File: config.mk
export PLATFORM = sky130hd
export DESIGN_NAME = bit_selection_stream
export DESIGN_NICKNAME = d
export VERILOG_FILES = /design/src/rtl/bit_selection_stream_pkg.sv /design/src/rtl/bit_selection_stream_shift_stage.sv /design/src/rtl/bit_selection_stream.sv
export SDC_FILE = /design/constraint.sdc
export NUM_CORES = 1
export LEC_CHECK = 0
export ABC_AREA = 1
export BUFFER_PORTS_ARGS = -buffer_cell sky130_fd_sc_hd__clkbuf_2
export CAP_MARGIN = 15
export CORE_AREA = 2 2 74 90
export CTS_CLUSTER_SIZE = 30
export DETAILED_ROUTE_END_ITERATION = 10
export DIE_AREA = 0 0 76 92
export PLACE_DENSITY = 0.71
export SLEW_MARGIN = 20
export SYNTH_ARGS = -nofsm -noshare
export SYNTH_HDL_FRONTEND = slang
export SYNTH_SLANG_ARGS = --single-unit
File: constraint.sdc
create_clock -name clk -period 1.2 [get_ports clk]
set_clock_uncertainty 0.1 [all_clocks]
set_input_delay 0.12 -clock clk [delete_from_list [all_inputs] [get_ports clk]]
set_output_delay 0.12 -clock clk [all_outputs]
set_load 0.03 [all_outputs]
File: src/rtl/bit_selection_stream_pkg.sv
`default_nettype none
// ---------------------------------------------------------------------------
// Module  : bit_selection_stream_pkg
// Brief   : Shared encodings and helpers for the bit-selection stream block.
// Rev     : 1.0 - initial release
// ---------------------------------------------------------------------------
package bit_selection_stream_pkg;

   localparam logic c_mode_trunc = 1'b0;
   localparam logic c_mode_rot   = 1'b1;
   localparam logic c_dummy_bit  = 1'b0;

   function automatic int calc_cmd_width(input int data_width);
      return $clog2(data_width);
   endfunction

endpackage
`default_nettype wire

File: src/rtl/bit_selection_stream_shift_stage.sv
`default_nettype none
// ---------------------------------------------------------------------------
// Module  : bit_selection_stream_shift_stage
// Brief   : One registered shift/rotate-right stage (amount * SHIFT_STEP).
// Rev     : 1.0 - initial release
// ---------------------------------------------------------------------------
module bit_selection_stream_shift_stage
   import bit_selection_stream_pkg::*;
#(
   parameter int DATA_WIDTH = 32,
   parameter int OUT_WIDTH  = DATA_WIDTH,
   parameter int SHIFT_STEP = 1,
   parameter int AMT_WIDTH  = 1
) (
   input  logic                  clk,
   input  logic                  rst,
   input  logic                  i_flush,
   input  logic                  i_load,
   input  logic                  i_valid,
   input  logic [DATA_WIDTH-1:0] i_data,
   input  logic [AMT_WIDTH-1:0]  i_amt,
   input  logic                  i_mode,
   input  logic                  i_en,
   output logic                  o_valid,
   output logic [OUT_WIDTH-1:0]  o_data
);

   logic [DATA_WIDTH-1:0] w_upper;
   logic [31:0]           w_sh;
   logic                  r_valid;
   logic [OUT_WIDTH-1:0]  r_data;

   // Rotation feeds the word back in above itself; truncation feeds zeros.
   always_comb begin
      w_upper = i_data;
      if (i_mode == c_mode_trunc) w_upper = '0;
   end

   assign w_sh = 32'(i_amt) * 32'(SHIFT_STEP);

   always_ff @(posedge clk or negedge rst) begin
      if (!rst) begin
         r_valid <= 1'b0;
         r_data  <= '0;
      end else begin
         if (i_flush)     r_valid <= 1'b0;
         else if (i_load) r_valid <= i_valid;
         if (i_load && i_valid)
            r_data <= i_en ? OUT_WIDTH'({w_upper, i_data} >> w_sh) : {OUT_WIDTH{c_dummy_bit}};
      end
   end

   assign o_valid = r_valid;
   assign o_data  = r_data;

endmodule
`default_nettype wire

File: src/rtl/bit_selection_stream.sv
`default_nettype none
// ---------------------------------------------------------------------------
// Module  : bit_selection_stream
// Brief   : Two-stage pipelined field extractor with valid/ready and flush.
// Rev     : 1.0 - initial release
// ---------------------------------------------------------------------------
module bit_selection_stream
   import bit_selection_stream_pkg::*;
#(
   parameter int DATA_WIDTH    = 32,
   parameter int OUT_WIDTH     = DATA_WIDTH / 2,
   parameter int COMMAND_WIDTH = calc_cmd_width(DATA_WIDTH)
) (
   input  logic                     clk,
   input  logic                     rst,
   input  logic                     i_valid,
   output logic                     i_ready,
   input  logic [DATA_WIDTH-1:0]    i_data_bus,
   input  logic [COMMAND_WIDTH-1:0] i_cmd,
   input  logic                     i_mode,
   input  logic                     i_en,
   input  logic                     i_flush,
   output logic                     o_valid,
   input  logic                     o_ready,
   output logic [OUT_WIDTH-1:0]     o_data_bus,
   output logic                     o_busy
);

   localparam int c_lo_w = COMMAND_WIDTH / 2;
   localparam int c_hi_w = COMMAND_WIDTH - c_lo_w;

   logic                  w_s1_valid;
   logic [DATA_WIDTH-1:0] w_s1_data;
   logic                  w_s1_load;
   logic                  w_s2_load;
   logic                  w_in_hs;
   logic [c_lo_w-1:0]     r_s1_lo;
   logic                  r_s1_mode;
   logic                  r_s1_en;

   assign w_s2_load = ~o_valid | o_ready;
   assign w_s1_load = ~w_s1_valid | w_s2_load;
   assign i_ready   = w_s1_load & ~i_flush;
   assign w_in_hs   = i_valid & i_ready;
   assign o_busy    = w_s1_valid | o_valid;

   // Coarse stage moves by whole multiples of 2**c_lo_w; enable is applied later.
   bit_selection_stream_shift_stage #(
      .DATA_WIDTH (DATA_WIDTH),
      .OUT_WIDTH  (DATA_WIDTH),
      .SHIFT_STEP (1 << c_lo_w),
      .AMT_WIDTH  (c_hi_w)
   ) u_coarse (
      .clk     (clk),
      .rst     (rst),
      .i_flush (i_flush),
      .i_load  (w_s1_load),
      .i_valid (w_in_hs),
      .i_data  (i_data_bus),
      .i_amt   (i_cmd[COMMAND_WIDTH-1:c_lo_w]),
      .i_mode  (i_mode),
      .i_en    (1'b1),
      .o_valid (w_s1_valid),
      .o_data  (w_s1_data)
   );

   always_ff @(posedge clk or negedge rst) begin
      if (!rst) begin
         r_s1_lo   <= '0;
         r_s1_mode <= c_mode_trunc;
         r_s1_en   <= 1'b0;
      end else if (w_s1_load && w_in_hs) begin
         r_s1_lo   <= i_cmd[c_lo_w-1:0];
         r_s1_mode <= i_mode;
         r_s1_en   <= i_en;
      end
   end

   bit_selection_stream_shift_stage #(
      .DATA_WIDTH (DATA_WIDTH),
      .OUT_WIDTH  (OUT_WIDTH),
      .SHIFT_STEP (1),
      .AMT_WIDTH  (c_lo_w)
   ) u_fine (
      .clk     (clk),
      .rst     (rst),
      .i_flush (i_flush),
      .i_load  (w_s2_load),
      .i_valid (w_s1_valid),
      .i_data  (w_s1_data),
      .i_amt   (r_s1_lo),
      .i_mode  (r_s1_mode),
      .i_en    (r_s1_en),
      .o_valid (o_valid),
      .o_data  (o_data_bus)
   );

endmodule
`default_nettype wire

* Yosys cells after proc, flatten, opt, wreduce, memory -nomap -nowiden
Index checks and enable logic that the tools add are counted.
Widths: inputs -> output; s select.
** Storage, ports and cells
- Flip-flop bits (word level) :: 54
- Input bits :: 44
- Output and inout port bits :: 19
** Operators by class
- Shift-type cells :: 2
- Multiplexer cells :: 7
- Bitwise operators :: 8
- Reduce and logical (&&, ||, !) cells :: 4
** Operator list (count)
- $mux 32 :: 2
- $shr 64x2->16 :: 1
- $shr 64x5->32 :: 1
- $mux 16 :: 1
- $mux 1 :: 4
- $reduce_bool 2->1 :: 2
- $not 1->1 :: 3
- $or 1x1->1 :: 3
- $and 1x1->1 :: 2
- $logic_and 1x1->1 :: 2

* Logic depth before layout (Yosys ltp)
Gate-level depths: netlist of run 1.
- Word-level depth :: 7
- Mapped depth :: 10

* Modules after synthesis
From an unflattened synthesis of run 1, not the netlist that was laid out.
** Unflattened totals
- Cells, all modules :: 589
- Area, all modules :: 3834.9 sq um
** Modules (own cells, without submodules)
- bit_selection_stream_shift_stage at u_coarse :: times used 1, cells each 414, area each 2509.9 sq um
- bit_selection_stream_shift_stage at u_fine :: times used 1, cells each 149, area each 1102.3 sq um
- bit_selection_stream :: times used 1, cells each 26, area each 222.7 sq um

* Least setup slack after synthesis of run 1
No wires, ideal clock.
- Kind :: flip-flop to flip-flop
- Start :: reg u_fine.r_valid (netlist: u_fine.o_valid)
- End :: reg u_coarse.r_data[13] (netlist: u_coarse.o_data[13])
- Arrival :: 1.138 ns
- Required time :: 0.983 ns
- Slack :: -0.155 ns
- Cell stages (with the launch flop) :: 8
- Path buffers :: 1
- Clock period less this slack :: 1.355 ns
- Path through :: dfrtp_1 -> nand3_2 -> nand2_2 -> nor2_8 -> inv_6 -> buf_6 -> nand2_1 -> nand2_1
** On the way
- Word-level cells in the longest chain between the ends :: 6
** Ends and longest elaborated chain
- from (decl) :: RTL line bit_selection_stream_shift_stage.sv:30 : logic r_valid;
- from (signal assigned) :: RTL line bit_selection_stream_shift_stage.sv:47 : else if (i_load) r_valid <= i_valid;
- $not 1->1 * :: RTL line bit_selection_stream.sv:41 : assign w_s2_load = ~o_valid | o_ready;
- $or 1x1->1 * :: RTL line bit_selection_stream.sv:41
- $or 1x1->1 * :: RTL line bit_selection_stream.sv:42 : assign w_s1_load = ~w_s1_valid | w_s2_load;
- $and 1x1->1 :: RTL line bit_selection_stream.sv:43 : assign i_ready = w_s1_load & ~i_flush;
- $and 1x1->1 :: RTL line bit_selection_stream.sv:44 : assign w_in_hs = i_valid & i_ready;
- $logic_and 1x1->1 * :: RTL line bit_selection_stream_shift_stage.sv:48 : if (i_load && i_valid)
- to (signal assigned) :: RTL line bit_selection_stream_shift_stage.sv:49 : r_data <= i_en ? OUT_WIDTH'({w_upper, i_data} >> w_sh) : {OUT_WIDTH{c_dummy_bit}};
- to (decl) :: RTL line bit_selection_stream_shift_stage.sv:31 : logic [OUT_WIDTH-1:0] r_data;
Mark *: on every way between the ends. The rest lies on a longest branch, timed or not.
A chain may end at the register's enable or synchronous reset.

* Worst setup path after layout of run 1
- Start :: reg u_coarse.r_valid (netlist: u_coarse.o_valid)
- End :: out o_busy
** On the way
- Word-level cells in the longest chain between the ends :: 1
** Ends and longest elaborated chain
- from (decl) :: RTL line bit_selection_stream_shift_stage.sv:30
- from (signal assigned) :: RTL line bit_selection_stream_shift_stage.sv:47
- $or 1x1->1 :: RTL line bit_selection_stream.sv:45 : assign o_busy = w_s1_valid | o_valid;
- to (decl) :: RTL line bit_selection_stream.sv:26 : output logic o_busy
No other way between the ends.

==> flow_summary.ini, run 1 <==
[yosys]
netlist_area_mm2 = 0.00297
ys_seq_elements = 40
ys_seq_area_share_pct = 33.7
syn_nets = 520
syn_area_per_cell_um2 = 6.24
synth_cell_type_count = 24
yosysWarningCount = 0
synthCells = 476

[layout]
drive_gt1_share_pct = 22.1
fin_cells = 633
antenna_cells = 0
nets = 591
final_common_cell = nand2_1
final_cell_mix = nand2_1, nand3_1, clkbuf_2
final_core_util_pct = 60.6
synthToLayoutAreaGrowth_pct = 26.7

[cts]
insertion_delay_ns = 0.29
clock_path_buffers = 2
cts_buffers = 5
cts_tree = done
clk_pin_slew_ns = 0.07
cts-root-buf = clkbuf_8
h-tree-depth = 2
numClockSinks = 40

[route]
wire_per_inst_um = 11.2
wl_um = 7110
postRouteAntennaNets = 0
vias = 3172
drcViolationCount = 0
first_pass_iters = 5
drtIter0Drc = 119
viasPerCell = 5.01

[sta]
worst_pin_slew_ns = 0.310
hold_violations = 0
finalCriticalPeriod_ns = 1.42
setup_viol = 38
drv_slew = 0
hold_slack_ns = 0.0537
fmax_mhz = 704
rsz0062_at_grt = true
setup-tns-final_ns = -3.52
slew_headroom_pct = 79.3
final.period_utilization_pct = 118
layout_setup_ws_ns = -0.221

[power]
p_leak_nw = 2.10
p_per_area_mw_per_mm2 = 1210
vdd.ir_drop.worst_uv = 608

[floorplanning]
die_y_um = 92
core-area_mm2 = 0.00621
ios = 63
fp.dieW_um = 76
num_rows = 32
initial_utilization_pct = 47.9
dieArea_mm2 = 0.00699

[worst_setup_path]
worst-path-max-fanout = 3
required_ns = 0.98
endpoint = o_busy
worstSetupEndpointType = primary output
worstSetupPathType = reg -> out
critPathArrivalTime_ns = 1.20
r2r_slack_ns = -0.15
reg2reg_from = u_fine.o_valid$_DFFE_PN0P_
startpoint_type = register
crit_start = u_coarse.o_valid$_DFFE_PN0P_
r2r_cells = 7
worstReg2RegEnd = u_coarse.o_data[13]$_DFFE_PN0P_

[hold_path]
hp-class = in -> reg
min_path_cells = 4

[place]
preCtsSetupSlack_ns = -0.0896
io_buffers = 62
place.gp.congestion = 0.864
dp_cells = 618
dpl.hpwl_um = 5430

[global_route]
grt_max_degree = 41
antenna_found_initial = 0
overflow = 0
grt_pass1_vias = 3031
track_usage_pct = 22.2
grt_pass1_wl_um = 13000

[flow_run]
maxCapViolCount = 0

[outcome]
status = complete, but fails checks
violations = setup timing
[metal layers]
metal  vias to the layer above  wire length (µm)  track usage, %
met4                         0                57            5.76
met1                      1394              3230            28.2
met5                         -                 0               0
met2                        98              3490            39.4
li1                       1675                 -               -
met3                         5               335            3.35
[critical path, cell delays in order, from the launching register on]
cell	delay [ns]
dfrtp_1	0.42
buf_6	0.13
or2_4	0.22
buf_8	0.13
[power by group]
group	internal [W]	switching [W]	leakage, nW
clock	0.000733	0.000441	0.0645
sequential	0.00157	0.000169	0.510
combinational	0.000642	0.00100	1.53
total	0.00295	0.00161	2.10
[what timing repair did]
item	4_1_cts	5_1_grt
hold endpoints to repair	45	0
pin swaps	4	5
cloned	0	0
resized for setup	19	17
setup endpoints to repair	25	40
hold buffers	5	0
buffers inserted	2	0
[cell type report]
cell class | count | area, µm²
clock buffer | 7 | 96.3
clock inverter | 1 | 30.0
fill | 601 | 2440
inverter | 18 | 87.6
multi-input combinational | 391 | 1770
sequential | 40 | 1000
tap | 85 | 106
timing repair buffer | 91 | 674
[synthesized netlist by cell type]
| master | number | share of area [%] |
|---|---|---|
| inv_2 | 4 | 0.51 |
| or2_1 | 10 | 2.1 |
| buf_4 | 9 | 2.3 |
| inv_4 | 1 | 0.21 |
| or2_2 | 1 | 0.21 |
| nand2_1 | 244 | 31 |
| mux2i_1 | 1 | 0.34 |
| buf_2 | 11 | 1.9 |
| nor2_4 | 1 | 0.38 |
| buf_6 | 6 | 2.3 |
| nand3_2 | 1 | 0.34 |
| o21ai_0 | 11 | 1.9 |
| o21ai_1 | 8 | 1.3 |
| or2_0 | 2 | 0.42 |
| nand3_1 | 105 | 18 |
| nor2_1 | 1 | 0.13 |
| clkbuf_1 | 1 | 0.13 |
| inv_6 | 1 | 0.29 |
| o22ai_1 | 1 | 0.21 |
| a21oi_1 | 2 | 0.34 |
| nand2_2 | 2 | 0.42 |
| inv_1 | 12 | 1.5 |
| nor2_8 | 1 | 0.67 |
| dfrtp_1 | 40 | 34 |
[sequential cells by signal, indices dropped and copies added, names as in the netlist]
| register | count |
|---|---|
| u_coarse.o_data | 19 |
| u_coarse.o_valid | 1 |
| u_fine.o_data | 16 |
| u_fine.o_valid | 1 |
| r_s1_en | 1 |
| r_s1_lo | 2 |
[through the flow]
step,total power [W],cell area [µm²]
global placement,0.00326,3470
floorplan,0.00280,2980
global route,0.00488,3760
detailed placement,0.00328,3470
CTS,0.00452,3700
finish,0.00456,3760
[how the worst min path moves through the flow]
| stage | slack (ns) | startpoint | endpoint |
|---|---|---|---|
| after CTS | 0.04 | i_flush | u_fine.o_valid$_DFFE_PN0P_ |
| after detailed placement | 0.03 | rst | u_fine.o_data[3]$_DFFE_PN0P_ |
| after global routing | 0.09 | o_ready | u_fine.o_valid$_DFFE_PN0P_ |
| after floorplan | -0.28 | rst | r_s1_en$_DFFE_PN0P_ |
| after global placement | 0.008 | rst | u_coarse.o_valid$_DFFE_PN0P_ |
| final | 0.05 | o_ready | u_fine.o_valid$_DFFE_PN0P_ |
[cell families (layout without fill, tap and decap cells)]
logic type / count (synthesis) / after routing / share of synthesized area [%]
multiplexers: 1 / 1 / 0.337
buffers and inverters: 45 / 117 / 9.05
flip-flops: 40 / 40 / 33.7
AO/OA/AOI/OAI: 22 / 22 / 3.75
AND/OR/NAND/NOR: 368 / 368 / 53.2
No activity file was read; power rests on OpenSTA's default activity.
==> run 2: changes to the inputs <==
Settings changed: CORE_AREA 2 2 74 90 to 2 2 68 83, DIE_AREA 0 0 76 92 to 0 0 70 85, PLACE_DENSITY 0.71 to 0.8.
Clock period 1.2 ns to 1.7 ns, I/O delays scaled along.
==> run 2 against run 1 <==
The flow now finishes without violations; highest routed layer unchanged; critical endpoint is now i_ready; largest power group unchanged; flip-flop and latch count is the same; combinational power down 38%; clock power shrank 46%.
==> flow_summary.ini, run 2 (synthesized netlist as in run 1, its figures left out) <==
[cts]
cts_setup_buffers = 0
cts_tree = done
cts_buffers = 5
h-tree-depth = 2
cts-root-buf = clkbuf_8
clk_pin_slew_ns = 0.07
clock_path_buffers = 2
numClockSinks = 40
insertion_delay_ns = 0.29

[route]
viasPerCell = 5.38
drtIter0Drc = 209
drcViolationCount = 0
wl_um = 7240
wire_per_inst_um = 12.2
first_pass_iters = 7
postRouteAntennaNets = 0
vias = 3193

[power]
p_sw_w = 0.00108
p_per_area_mw_per_mm2 = 848
intPower_w = 0.00179
seqPwrFrac_pct = 42.7
switching_share_pct = 37.6
vdd.ir_drop.worst_uv = 335
combPwrFrac_pct = 35.4
p_leak_nw = 1.96
p_total_w = 0.00287
clkPwrFrac_pct = 21.8

[layout]
synthToLayoutAreaGrowth_pct = 14.1
drive_gt1_share_pct = 16.9
largest_register_ffs = 19
final_common_cell = nand2_1
final_cell_mix = nand2_1, nand3_1, clkbuf_2
fin_cells = 594
antenna_cells = 0
nets = 575
design_area_mm2 = 0.00339

[worst_setup_path]
worstReg2RegEnd = u_fine.o_data[3]$_DFFE_PN0P_
reg2reg_from = r_s1_lo[0]$_DFFE_PN0P_
startpoint_type = input pin
r2r_cells = 5
critPathArrivalTime_ns = 1.27
worstSetupEndpointType = primary output
worstSetupPathType = in -> out
r2r_slack_ns = 0.32
worst-path-max-fanout = 3
required_ns = 1.43

[place]
dpl-instance-area_mm2 = 0.00326
place.gp.congestion = 0.889
io_buffers = 62
dpl.hpwl_um = 5450
dp_cells = 582

[sta]
hold_slack_ns = 0.0343
hold_violations = 0
slew_headroom_pct = 68.3
setup-tns-final_ns = 0
setup_viol = 0
finalCriticalPeriod_ns = 1.54
fmax_mhz = 651
drv_slew = 0
worst_pin_slew_ns = 0.475
final.period_utilization_pct = 90.3
rsz0062_at_grt = false

[global_route]
grt_pass1_vias = 2996
antenna_found_initial = 0
track_usage_pct = 26.2
grt_pass1_wl_um = 13000
overflow = 0
grt_max_degree = 41

[hold_path]
hold_path_end = r_s1_lo[0]$_DFFE_PN0P_
hp-class = in -> reg
min_from = i_cmd[0]
min_path_cells = 3

[outcome]
status = complete, no violations

[floorplanning]
fp.dieW_um = 70
num_rows = 29
ios = 63
die_y_um = 85
initial_utilization_pct = 57.7
dieArea_mm2 = 0.00595
core-area_mm2 = 0.00515

[flow_run]
maxCapViolCount = 0
[run 2: changes by cell type in the layout (fill, tap and decap cells not counted), sizes merged]
| cell | previous run | this run |
|---|---|---|
| dlygate4sd3 | 5 | 4 |
| inv | 17 | 18 |
| buf | 25 | 9 |
| clkbuf | 68 | 70 |
| clkinv | 1 | 0 |
| bufinv | 1 | 0 |
[run 2: worst max-delay path by stage]
stage                                           from                               to  slack [ns]
after detailed placement      r_s1_lo[0]$_DFFE_PN0P_    u_fine.o_data[10]$_DFFE_PN0P_        0.17
final                                        i_flush                          i_ready        0.16
after global placement        r_s1_lo[0]$_DFFE_PN0P_     u_fine.o_data[3]$_DFFE_PN0P_        0.24
after floorplan           u_fine.o_valid$_DFFE_PN0P_  u_coarse.o_data[13]$_DFFE_PN0P_        0.34
after global routing                         i_flush                          i_ready        0.12
after CTS                     r_s1_lo[0]$_DFFE_PN0P_     u_fine.o_data[3]$_DFFE_PN0P_        0.13
[run 2: cell type report]
cell class	count	area, µm²
sequential	40	1000
clock buffer	8	90.1
inverter	18	75.1
multi-input combinational	391	1700
tap	62	77.6
fill	497	1760
timing repair buffer	75	443
[run 2: power groups by stage]
stage	clock network, W	registers, W	logic, W
detailed placement	0	0.00124	0.00101
CTS	0.000646	0.00122	0.00102
floorplan	0	0.00135	0.000614
global route	0.000687	0.00125	0.00115
global placement	0	0.00123	0.000992
finish	0.000627	0.00123	0.00102
[run 2: critical path: stages]
cell           delay (ns)
dlygate4sd3_1        0.53
clkbuf_2             0.12
inv_1                0.08
nand2_2              0.10
inv_1                0.07
clkbuf_2             0.20
[run 2: layer usage]
layer | vias up | routed length (µm) | global-route usage (%)
met4 | 0 | 198 | 9.97
met2 | 133 | 3550 | 46.6
met3 | 21 | 453 | 4.04
met5 | - | 0 | 0
met1 | 1401 | 3030 | 31.8
li1 | 1638 | - | -
[run 2: timing repair]
item / CTS / global route
gates resized for setup: 0 / 1
endpoints found under the hold margin: 44 / 0
hold buffers: 4 / 0
endpoints found under the setup margin: 0 / 3
[run 2: through the flow]
stage | worst slack [ns] | util, %
floorplan | 0.345 | -
global placement | 0.241 | 63.2
detailed placement | 0.169 | 63.2
CTS | 0.133 | 65.8
global route | 0.117 | 65.8
finish | 0.165 | 65.8
==> run 3: changes to the inputs <==
Settings changed: ABC_AREA 1 to unset, PLACE_DENSITY 0.8 to 0.79.
==> run 3 against run 2 <==
Sequential power hardly changed; sequential share of layout area decreased by 1.1 points; combinational power is essentially flat; register-to-register slack worse by 0.14 ns; total power rose by 7.7%.
==> flow_summary.ini, run 3 <==
[layout]
antenna_cells = 0
final_cell_mix = clkbuf_2, nand2_1, dfrtp_1
drive_gt1_share_pct = 32.5
synthToLayoutAreaGrowth_pct = 19.9
nets = 403
largest_register_ffs = 19
final_common_cell = clkbuf_2
num-fill-cells = 422

[sta]
final.period_utilization_pct = 89.6
hold_violations = 0
rsz0062_at_grt = false
setup_viol = 0
slew_headroom_pct = 72.6
fmax_mhz = 657
setup-tns-final_ns = 0
finalCriticalPeriod_ns = 1.52
hold_slack_ns = 0.0233
drv_slew = 0
worst_pin_slew_ns = 0.411

[worst_setup_path]
worstSetupPathType = reg -> reg
crit_start = u_coarse.o_valid$_DFFE_PN0P_
r2r_cells = 4
reg2reg_from = u_coarse.o_valid$_DFFE_PN0P_
startpoint_type = register
endpoint = u_coarse.o_data[5]$_DFFE_PN0P_
worstReg2RegEnd = u_coarse.o_data[5]$_DFFE_PN0P_
critPathArrivalTime_ns = 1.59
required_ns = 1.77
worstSetupEndpointType = register
worst-path-max-fanout = 28
r2r_slack_ns = 0.18

[route]
wl_um = 6480
viasPerCell = 5.88
first_pass_iters = 4
vias = 2480
wire_per_inst_um = 15.3
drtIter0Drc = 139
drcViolationCount = 0
postRouteAntennaNets = 0

[yosys]
synth_top_area_share_pct = 34.1
syn_nets = 338
ys_seq_elements = 40
yosysTopAreaCell = dfrtp_1
yosysWarningCount = 0
yosysMostFrequentCell = nand2_1
synth_cell_type_count = 33
synthCells = 294
netlist_area_mm2 = 0.00294
synth_area_leaders = dfrtp_1, mux4_2, mux2i_1
synthTopCellsByCount = nand2_1, dfrtp_1, mux2i_1
ys_seq_area_share_pct = 34.1
ys_async_sr_fraction_pct = 100
synth-edff-count = 0
ys.flop_type = dfrtp_1
syn_area_per_cell_um2 = 9.98

[power]
p_leak_nw = 1.62
vdd.ir_drop.worst_uv = 396
p_per_area_mw_per_mm2 = 880

[floorplanning]
fp.dieW_um = 70
dieArea_mm2 = 0.00595
num_rows = 29
ios = 63
core-area_mm2 = 0.00515
initial_utilization_pct = 57.0
die_y_um = 85

[global_route]
antenna_found_initial = 0
grt_pass1_vias = 2399
overflow = 0
track_usage_pct = 23.5
grt_max_degree = 30
grt_pass1_wl_um = 11300

[flow_run]
maxCapViolCount = 0

[cts]
cts-root-buf = clkbuf_8
cts_buffers = 5
cts_tree = done
clk_pin_slew_ns = 0.07
clock_path_buffers = 2
h-tree-depth = 2
numClockSinks = 40
insertion_delay_ns = 0.29

[outcome]
status = complete, no violations

[place]
place.gp.congestion = 0.851
io_buffers = 62
dpl.hpwl_um = 5070

[hold_path]
hp-class = in -> reg
[run 3: cell types whose count changed after synthesis, sizes merged, moves of 11 or more]
cell and change:
o21ai +11, mux2i +36, nand2 -192, inv -17, nand3 -99, or2 -12, mux4 +19
[run 3: how the worst min path moves through the flow]
stage / from / endpoint / cells after the start
2_1_floorplan: rst / r_s1_en$_DFFE_PN0P_ / 0
3_3_place_gp: rst / u_fine.o_data[14]$_DFFE_PN0P_ / 1
3_5_place_dp: rst / u_fine.o_data[15]$_DFFE_PN0P_ / 1
4_1_cts: i_valid / u_coarse.o_valid$_DFFE_PN0P_ / 3
5_1_grt: i_valid / u_coarse.o_valid$_DFFE_PN0P_ / 3
6_report: i_valid / u_coarse.o_valid$_DFFE_PN0P_ / 3
[run 3: cell type report]
type / instances / area, µm² / area share, %
multi-input combinational: 227 / 1770 / 50.4
sequential: 40 / 1000 / 28.4
timing repair buffer: 84 / 538 / 15.3
clock buffer: 7 / 96.3 / 2.74
tap: 62 / 77.6 / 2.20
clock inverter: 1 / 30.0 / 0.853
inverter: 1 / 3.75 / 0.107
[run 3: timing repair]
item	in CTS	in global routing
hold buffers	5	0
endpoints found under the hold margin	22	0
buffers inserted	0	0
resized for setup	0	0
[run 3: logic make-up after synthesis]
group                  count (synthesis)  share of synthesized area (%)
buffers and inverters                 27                           5.50
AND/OR/NAND/NOR                       95                           14.9
flip-flops                            40                           34.1
AO/OA/AOI/OAI                         68                           15.2
multiplexers                          64                           30.3
[run 3: stage by stage]
step / cell area [µm²] / instances / utilization (%) / total power, W / worst slack (ns)
2_1_floorplan: 2940 / 294 / - / 0.00196 / 0.0676
3_3_place_gp: 3340 / 409 / 64.9 / 0.00224 / 0.123
3_5_place_dp: 3340 / 409 / 64.9 / 0.00228 / 0.0652
4_1_cts: 3520 / 422 / 68.3 / 0.00312 / 0.169
5_1_grt: 3520 / 422 / 68.3 / 0.00327 / 0.0503
6_report: 3520 / 422 / 68.3 / 0.00310 / 0.177
[run 3: report_power, final]
part / switching [W] / total [W] / internal (W)
clock: 0.000314 / 0.000832 / 0.000518
sequential: 0.000147 / 0.00125 / 0.00110
combinational: 0.000533 / 0.00101 / 0.000482
[run 3: per-layer routing]
| layer | part of all wire (%) | vias to the layer above | global-route usage [%] |
|---|---|---|---|
| li1 | - | 1237 | - |
| met1 | 44 | 1159 | 30.9 |
| met2 | 49 | 75 | 40.6 |
| met3 | 5.3 | 9 | 4.16 |
| met4 | 1.1 | 0 | 5.59 |
| met5 | 0 | - | 0 |
[run 3: critical path: stages (launching register included)]
cell and delay (ns):
dfrtp_1 0.42, nand3b_1 0.14, nand2_1 0.18, buf_12 0.22, a221o_1 0.34
